[src/rtl/ex_mdu_if.sv]
// Request/response bundle between the pipeline control and the iterative
// multiply/divide unit.
interface ex_mdu_if #(
    parameter int XLEN = 32
);
    logic            start_i;
    logic [2:0]      op_i;
    logic [XLEN-1:0] op1_i;
    logic [XLEN-1:0] op2_i;
    logic [4:0]      rd_addr_i;
    logic            flush_i;
    logic [XLEN-1:0] rd_data_o;
    logic [4:0]      rd_addr_o;
    logic            rd_wen_o;
    logic            hold_flag_o;
    logic            busy_o;

    modport master (
        output start_i, op_i, op1_i, op2_i, rd_addr_i, flush_i,
        input  rd_data_o, rd_addr_o, rd_wen_o, hold_flag_o, busy_o
    );

    modport slave (
        input  start_i, op_i, op1_i, op2_i, rd_addr_i, flush_i,
        output rd_data_o, rd_addr_o, rd_wen_o, hold_flag_o, busy_o
    );
endinterface

[src/rtl/ex_mdu.sv]
// Iterative RV32M multiply/divide unit: one bit per cycle on operand
// magnitudes, sign correction applied when the result is registered.
module ex_mdu #(
    parameter int XLEN  = 32,
    parameter int CNT_W = $clog2(XLEN) + 1
) (
    input logic    clk,
    input logic    rst,
    ex_mdu_if.slave bus
);
    typedef enum logic [1:0] {S_IDLE, S_CALC, S_DONE} state_e;

    localparam logic [2:0] OP_MUL    = 3'b000;
    localparam logic [2:0] OP_MULHSU = 3'b010;
    localparam logic [2:0] OP_MULHU  = 3'b011;
    localparam logic [2:0] OP_DIVU   = 3'b101;
    localparam logic [2:0] OP_REMU   = 3'b111;
    localparam logic [XLEN-1:0] MIN_NEG = {1'b1, {(XLEN-1){1'b0}}};

    state_e            state_q, state_d;
    logic [2:0]        op_q, op_d;
    logic [4:0]        addr_q, addr_d;
    logic [CNT_W-1:0]  cnt_q, cnt_d;
    logic [XLEN-1:0]   b_q, b_d;
    logic [2*XLEN-1:0] acc_q, acc_d;
    logic              neg_q, neg_d;
    logic              rneg_q, rneg_d;
    logic [XLEN-1:0]   data_q, data_d;
    logic [4:0]        raddr_q, raddr_d;
    logic              wen_q, wen_d;

    logic              accept;
    logic              op1_signed, op2_signed, n1, n2;
    logic [XLEN-1:0]   mag1, mag2;
    logic              div_zero, div_ovf;
    logic [XLEN:0]     msum;
    logic [2*XLEN-1:0] mul_nxt, div_nxt, acc_nxt, prod;
    logic [2*XLEN:0]   dsh;
    logic [XLEN:0]     ddiff;
    logic [XLEN-1:0]   quo, rem, res;

    assign accept     = (state_q == S_IDLE) && bus.start_i && !bus.flush_i;
    assign op1_signed = !(bus.op_i inside {OP_MULHU, OP_DIVU, OP_REMU});
    assign op2_signed = op1_signed && (bus.op_i != OP_MULHSU);
    assign n1         = op1_signed && bus.op1_i[XLEN-1];
    assign n2         = op2_signed && bus.op2_i[XLEN-1];
    assign mag1       = n1 ? -bus.op1_i : bus.op1_i;
    assign mag2       = n2 ? -bus.op2_i : bus.op2_i;
    assign div_zero   = bus.op_i[2] && (bus.op2_i == '0);
    assign div_ovf    = bus.op_i[2] && !bus.op_i[0] &&
                        (bus.op1_i == MIN_NEG) && (bus.op2_i == '1);

    // Shift-add: multiplier sits in the low half of acc and drains out to the right.
    assign msum    = {1'b0, acc_q[2*XLEN-1:XLEN]} + (acc_q[0] ? {1'b0, b_q} : '0);
    assign mul_nxt = {msum, acc_q[XLEN-1:1]};

    // Restoring divide: partial remainder in the high half, quotient bits shift in low.
    assign dsh     = {acc_q, 1'b0};
    assign ddiff   = dsh[2*XLEN:XLEN] - {1'b0, b_q};
    assign div_nxt = ddiff[XLEN] ? dsh[2*XLEN-1:0]
                                 : {ddiff[XLEN-1:0], dsh[XLEN-1:1], 1'b1};
    assign acc_nxt = op_q[2] ? div_nxt : mul_nxt;

    assign prod = neg_q  ? -acc_nxt : acc_nxt;
    assign quo  = neg_q  ? -acc_nxt[XLEN-1:0] : acc_nxt[XLEN-1:0];
    assign rem  = rneg_q ? -acc_nxt[2*XLEN-1:XLEN] : acc_nxt[2*XLEN-1:XLEN];

    always_comb begin
        res = quo;
        if (!op_q[2])     res = (op_q == OP_MUL) ? prod[XLEN-1:0] : prod[2*XLEN-1:XLEN];
        else if (op_q[1]) res = rem;
    end

    always_comb begin
        // NOTE: every _d starts from its _q (or zero) so no path can infer a latch.
        state_d = state_q;
        op_d    = op_q;
        addr_d  = addr_q;
        cnt_d   = cnt_q;
        b_d     = b_q;
        acc_d   = acc_q;
        neg_d   = neg_q;
        rneg_d  = rneg_q;
        data_d  = '0;
        raddr_d = '0;
        wen_d   = 1'b0;

        case (state_q)
            S_IDLE: if (accept) begin
                op_d   = bus.op_i;
                addr_d = bus.rd_addr_i;
                cnt_d  = '0;
                b_d    = bus.op_i[2] ? mag2 : mag1;
                acc_d  = {{XLEN{1'b0}}, bus.op_i[2] ? mag1 : mag2};
                neg_d  = n1 ^ n2;
                rneg_d = n1;
                if (div_zero || div_ovf) begin
                    state_d = S_DONE;
                    wen_d   = 1'b1;
                    raddr_d = bus.rd_addr_i;
                    if (div_zero) data_d = bus.op_i[1] ? bus.op1_i : '1;
                    else          data_d = bus.op_i[1] ? '0 : bus.op1_i;
                end else begin
                    state_d = S_CALC;
                end
            end
            S_CALC: begin
                acc_d = acc_nxt;
                cnt_d = cnt_q + CNT_W'(1);
                if (cnt_q == CNT_W'(XLEN - 1)) begin
                    state_d = S_DONE;
                    wen_d   = 1'b1;
                    data_d  = res;
                    raddr_d = addr_q;
                end
            end
            default: state_d = S_IDLE;
        endcase

        if (bus.flush_i) begin
            state_d = S_IDLE;
            cnt_d   = '0;
            data_d  = '0;
            raddr_d = '0;
            wen_d   = 1'b0;
        end
    end

    // NOTE: state registers use non-blocking assignment so all flops see pre-edge values.
    always_ff @(posedge clk or negedge rst) begin
        if (!rst) begin
            state_q <= S_IDLE;
            op_q    <= '0;
            addr_q  <= '0;
            cnt_q   <= '0;
            b_q     <= '0;
            acc_q   <= '0;
            neg_q   <= 1'b0;
            rneg_q  <= 1'b0;
            data_q  <= '0;
            raddr_q <= '0;
            wen_q   <= 1'b0;
        end else begin
            state_q <= state_d;
            op_q    <= op_d;
            addr_q  <= addr_d;
            cnt_q   <= cnt_d;
            b_q     <= b_d;
            acc_q   <= acc_d;
            neg_q   <= neg_d;
            rneg_q  <= rneg_d;
            data_q  <= data_d;
            raddr_q <= raddr_d;
            wen_q   <= wen_d;
        end
    end

    // A flush landing on the write cycle must kill the strobe in that same cycle.
    assign bus.rd_wen_o    = wen_q && !bus.flush_i;
    assign bus.rd_data_o   = data_q;
    assign bus.rd_addr_o   = raddr_q;
    assign bus.busy_o      = (state_q != S_IDLE);
    assign bus.hold_flag_o = accept || (state_q == S_CALC);
endmodule

[src/flat_wrapper.sv]
// flat-port wrapper written by rule: the top's interface ports become plain ports
module ex_mdu_flat 
#(
    parameter int XLEN  = 32,
    parameter int CNT_W = $clog2(XLEN) + 1
)
  (clk, rst, bus_start_i, bus_op_i, bus_op1_i, bus_op2_i, bus_rd_addr_i, bus_flush_i, bus_rd_data_o, bus_rd_addr_o, bus_rd_wen_o, bus_hold_flag_o, bus_busy_o);
  ex_mdu_if #(.XLEN(XLEN)) bus_i ();
  input logic clk;
  input logic rst;
  input wire logic [$bits(bus_i.start_i)-1:0] bus_start_i;
  input wire logic [$bits(bus_i.op_i)-1:0] bus_op_i;
  input wire logic [$bits(bus_i.op1_i)-1:0] bus_op1_i;
  input wire logic [$bits(bus_i.op2_i)-1:0] bus_op2_i;
  input wire logic [$bits(bus_i.rd_addr_i)-1:0] bus_rd_addr_i;
  input wire logic [$bits(bus_i.flush_i)-1:0] bus_flush_i;
  output wire logic [$bits(bus_i.rd_data_o)-1:0] bus_rd_data_o;
  output wire logic [$bits(bus_i.rd_addr_o)-1:0] bus_rd_addr_o;
  output wire logic [$bits(bus_i.rd_wen_o)-1:0] bus_rd_wen_o;
  output wire logic [$bits(bus_i.hold_flag_o)-1:0] bus_hold_flag_o;
  output wire logic [$bits(bus_i.busy_o)-1:0] bus_busy_o;
  assign bus_i.start_i = bus_start_i;
  assign bus_i.op_i = bus_op_i;
  assign bus_i.op1_i = bus_op1_i;
  assign bus_i.op2_i = bus_op2_i;
  assign bus_i.rd_addr_i = bus_rd_addr_i;
  assign bus_i.flush_i = bus_flush_i;
  assign bus_rd_data_o = bus_i.rd_data_o;
  assign bus_rd_addr_o = bus_i.rd_addr_o;
  assign bus_rd_wen_o = bus_i.rd_wen_o;
  assign bus_hold_flag_o = bus_i.hold_flag_o;
  assign bus_busy_o = bus_i.busy_o;
  ex_mdu #(.XLEN(XLEN), .CNT_W(CNT_W)) u_core (.clk(clk), .rst(rst), .bus(bus_i));
endmodule
[config.mk]
export PLATFORM = sky130hd
export DESIGN_NAME = ex_mdu_flat
export DESIGN_NICKNAME = d
export VERILOG_FILES = /design/src/rtl/ex_mdu_if.sv /design/src/rtl/ex_mdu.sv /design/src/flat_wrapper.sv
export SDC_FILE = /design/constraint.sdc
export NUM_CORES = 1
export LEC_CHECK = 0
export ABC_AREA = 1
export BUFFER_PORTS_ARGS = -buffer_cell sky130_fd_sc_hd__buf_2
export CAP_MARGIN = 20
export CORE_MARGIN = 5
export CORE_UTILIZATION = 30
export CTS_CLUSTER_SIZE = 25
export DETAILED_ROUTE_END_ITERATION = 10
export SYNTH_ARGS = -nofsm -noshare
export SYNTH_HDL_FRONTEND = slang
export SYNTH_SLANG_ARGS = --single-unit
[constraint.sdc]
create_clock -name clk -period 8.2 [get_ports clk]
set_clock_uncertainty 0.2 [all_clocks]
set_input_delay 0.82 -clock clk [delete_from_list [all_inputs] [get_ports clk]]
set_output_delay 0.82 -clock clk [all_outputs]
set_load 0.01 [all_outputs]
==> metrics.log <==
[metrics] number of pins with negative max-slew slack in the final report: 0
[metrics] highest metal layer used by the detailed router: met5
[metrics] DPL Wire Length: 69,300 um
[metrics] die height: 258 um
[metrics] total leakage power: 10.6 nW
[metrics] Crit path arrival time: ~5500 ps
[metrics] maximum vdd ir drop: 0.156 mV
[metrics] detailed-routed wire length on met2: 37,000 um
[metrics] startpoint types: register
[metrics] number of enable-type register cells in the synthesized netlist: 0
[metrics] CP required: 8380 ps
[metrics] via count: about 22,000
[metrics] Chip Width: 258 um
[metrics] core utilization of the finished layout: 0.331
[metrics] highest clock rate: 187 MHz
[metrics] flip-flop and latch count after synthesis: 152
[metrics] Cell Area, Synth: 18,500 um2
[metrics] fraction of layout cells with a size suffix above 1: 0.0846
[metrics] Core Footprint: 61,500 um2
[metrics] post-synthesis to final-layout area growth: 9.85%
[metrics] critical path endpoint: u_core.bus.rd_data_o[30]
[metrics] number of ports placed on the die boundary: roughly 120
[metrics] count of max-cap constraint violations: 0
[metrics] end of the worst register-to-register path: u_core.bus.rd_data_o[30]
[metrics] via count of the first global-routing pass: 19,949
[metrics] most repeated library cell on the critical path: sky130_fd_sc_hd__nand2_1
[metrics] Finish-stage setup viols: 0
[metrics] DR WL/cell: 21.3 um
[metrics] total met3 wirelength after detailed routing: 7470 um
[metrics] register-to-register setup slack: 2870 ps
[metrics] total iterations of the first detailed-routing run: 9
[metrics] global-route wire length before repair: 127,000 um
[metrics] PwrDens: 396 nW/um2
[metrics] Sink Count: between 150 and 200
[metrics] Hold Crit Class: in2async
[metrics] worst-case clock buffer depth: 2
[metrics] top flip-flop cell by instance count after synthesis: sky130_fd_sc_hd__dfrtp_1
[metrics] outcome: complete, no violations
[metrics] starting density of the core: 0.301
[metrics] cells taking the most area after synthesis: sky130_fd_sc_hd__dfrtp_1 (21%), sky130_fd_sc_hd__nand2_1 (20%), sky130_fd_sc_hd__inv_1 (9.3%)
[metrics] DRC: 0
[metrics] relative slew slack: 0.300
[metrics] pre-CTS setup slack: 3030 ps
[metrics] Worst Max-Slew Pin Slew: ~1000 ps
[metrics] total of cells resized after clock tree synthesis: 0
[metrics] shortest clock period the worst path allows after layout: 5330 ps
[metrics] Final GP Congestion: around 1.0
[metrics] Synth Warn #: 0
[metrics] DRT iter0 DRCs: between 2,000 and 3,000
[metrics] final clock period utilization by the worst path: 0.650
[metrics] number of hold violations in the final report: 0
[metrics] Tot GR Track Use: 0.248
[metrics] Critical Path Start: u_core.acc_q[31]
[metrics] Post-Syn Instances: around 3,200
[metrics] Clock Root Buffer: sky130_fd_sc_hd__clkbuf_16
[metrics] GR Overflow Total: 0
[metrics] source-to-sink clock delay at the later pin of the worst-skew pair: 480 ps
[metrics] maximum number of pins on one net before global-route repair: 95
[metrics] cell with the largest stage delay on the worst path: sky130_fd_sc_hd__fa_1
[metrics] crit-path max FO: 35
[metrics] total die area: 66,800 um2
[metrics] fin area: 20,300 um2
[metrics] post-layout net count: about 3,400
[metrics] slowest cell delay on critical path: 440 ps
[metrics] count of standard-cell rows: 91
[metrics] # H-tree levels: 4
[metrics] initial antenna violation count: 3
[metrics] buffers inserted by post-CTS timing repair: 0
[metrics] tightest hold margin: 229 ps
[metrics] post-synthesis sequential area ratio: 0.205
[metrics] syn_nets: 3,340
[metrics] antenna-violating nets left: 0
[metrics] length of routed wiring on met1: 36,000 um
[metrics] fill count: 7,006
[metrics] library cell occupying the most area in the post-synthesis netlist: sky130_fd_sc_hd__dfrtp_1
[metrics] Syn Area/Cell: 5.80 um2
[metrics] drt total wl: roughly 86,000 um
[metrics] routed via count divided by cell count: 5.39
[metrics] worst setup path class: reg2reg
[metrics] Antenna diodes: 0
[metrics] number of buffers inserted by hold repair at cts: 0
[metrics] startpoint of the worst register-to-register path: u_core.acc_q[31]
[metrics] TritonCTS Buffers: 17
[metrics] RSZ-0062 raised after global routing: false
[metrics] number of port buffers: approximately 120
[metrics] count of distinct cell types in the synthesized netlist: 54
[metrics] clock tree from TritonCTS: yes
[metrics] Worst Setup Slack, final: approximately 2900 ps
[metrics] CP endpoint kind: register
[metrics] share of async-settable or async-resettable flops after synthesis: 1.00
[metrics] Worst Reg-to-Reg Cells: 35
[metrics] share of the synthesized area in the top cell type: 0.205
[metrics] setup TNS: 0 ps
[metrics] clock-pin slew on the worst setup and hold paths: 80 ps
[metrics] placed cell area: ~20,000 um2
## critical path, delay by kind of cell, from the launching register on
kind            cells  cell delay, ps
fa+ha+maj           3             850
buf+inv             4             400
flops               1             330
compound gates      2             390
simple gates       26            3060
## routing by layer
metal	up-vias	GRT usage
met3	230	0.0488
li1	10396	-
met2	1099	0.380
met4	4	0.133
met5	-	0
met1	10058	0.331
## how the worst min path moves through the flow
stage                               endpoint  slack, ps  depth (start not counted)
floorplan                   u_core.addr_q[0]        240                          2
global placement            u_core.addr_q[0]        260                          2
detailed placement          u_core.addr_q[2]        260                          2
CTS                         u_core.addr_q[0]        280                          2
global route        u_core.bus.rd_data_o[26]        310                          1
finish              u_core.bus.rd_data_o[10]        230                          1
## power by group
group          total (mW)  switching [mW]  internal [mW]
combinational        6.07            4.39           1.68
sequential           1.15           0.227          0.922
clock               0.827           0.375          0.452
total                8.05            4.99           3.06
## sequential cells by signal (all words and copies together) (netlist names), 2 cells and up
name,flops
u_core.state_q,2
u_core.cnt_q,6
u_core.bus.rd_addr_o,5
u_core.acc_q,64
u_core.addr_q,5
u_core.b_q,32
u_core.op_q,3
u_core.bus.rd_data_o,32
## area by class of cell
| type | count | area [um2] | area share |
|---|---|---|---|
| timing repair buffer | 142 | 785 | 0.0386 |
| sequential | 152 | 3810 | 0.187 |
| tap | 790 | 988 | 0.0486 |
| clock buffer | 19 | 433 | 0.0213 |
| clock inverter | 12 | 143 | 0.00701 |
| inverter | 479 | 1800 | 0.0884 |
| multi-input combinational | 2448 | 12400 | 0.609 |
## stage by stage
step           std cells  power [mW]
5_1_grt             4042        8.63
3_3_place_gp        4011        7.06
4_1_cts             4042        7.90
2_1_floorplan       3192        5.17
6_report            4042        8.05
3_5_place_dp        4011        7.05
## kinds of logic (layout without fill, tap and decap cells)
logic type,Yosys count,count (layout),share of synthesized area
AND/OR/NAND/NOR,1751,1751,0.403
buffers and inverters,592,652,0.127
AO/OA/AOI/OAI,519,519,0.165
flip-flops,152,152,0.205
XOR/XNOR,106,106,0.0501
adder cells (fa/ha/maj),72,72,0.0495
## synth_stat cells, types with 9 or more instances
master,count
sky130_fd_sc_hd__nor2_1,302
sky130_fd_sc_hd__nand4_1,39
sky130_fd_sc_hd__o21ai_0,175
sky130_fd_sc_hd__nor4_1,10
sky130_fd_sc_hd__nor3_1,36
sky130_fd_sc_hd__ha_1,70
sky130_fd_sc_hd__o221ai_1,14
sky130_fd_sc_hd__buf_2,16
sky130_fd_sc_hd__buf_6,9
sky130_fd_sc_hd__inv_1,461
sky130_fd_sc_hd__clkbuf_1,69
sky130_fd_sc_hd__a221oi_1,10
sky130_fd_sc_hd__a22oi_1,15
sky130_fd_sc_hd__a21oi_1,152
sky130_fd_sc_hd__nand3_1,275
sky130_fd_sc_hd__o211ai_1,42
sky130_fd_sc_hd__o21ai_1,13
sky130_fd_sc_hd__nand2_1,991
sky130_fd_sc_hd__xor2_1,91
sky130_fd_sc_hd__xnor2_1,15
sky130_fd_sc_hd__nand2_2,28
sky130_fd_sc_hd__buf_1,12
sky130_fd_sc_hd__nor2_2,13
sky130_fd_sc_hd__nand3b_1,17
sky130_fd_sc_hd__dfrtp_1,152
sky130_fd_sc_hd__o22ai_1,50
sky130_fd_sc_hd__inv_2,13
## placed cells by master, fill, tap and decap left out, types with 18 or more instances in the layout
cell and n:
sky130_fd_sc_hd__buf_4 27, sky130_fd_sc_hd__dfrtp_1 149, sky130_fd_sc_hd__xor2_1 91, sky130_fd_sc_hd__inv_1 460, sky130_fd_sc_hd__nor2_1 297, sky130_fd_sc_hd__nand4_1 39
sky130_fd_sc_hd__nand3_1 275, sky130_fd_sc_hd__nand2_2 29, sky130_fd_sc_hd__o22ai_1 50, sky130_fd_sc_hd__ha_1 70, sky130_fd_sc_hd__nand2_1 990, sky130_fd_sc_hd__o21ai_0 175
sky130_fd_sc_hd__nor2_2 18, sky130_fd_sc_hd__a21oi_1 152, sky130_fd_sc_hd__nor3_1 36, sky130_fd_sc_hd__buf_2 114, sky130_fd_sc_hd__o211ai_1 42
Note: power is estimated with default switching activity, not from simulation.
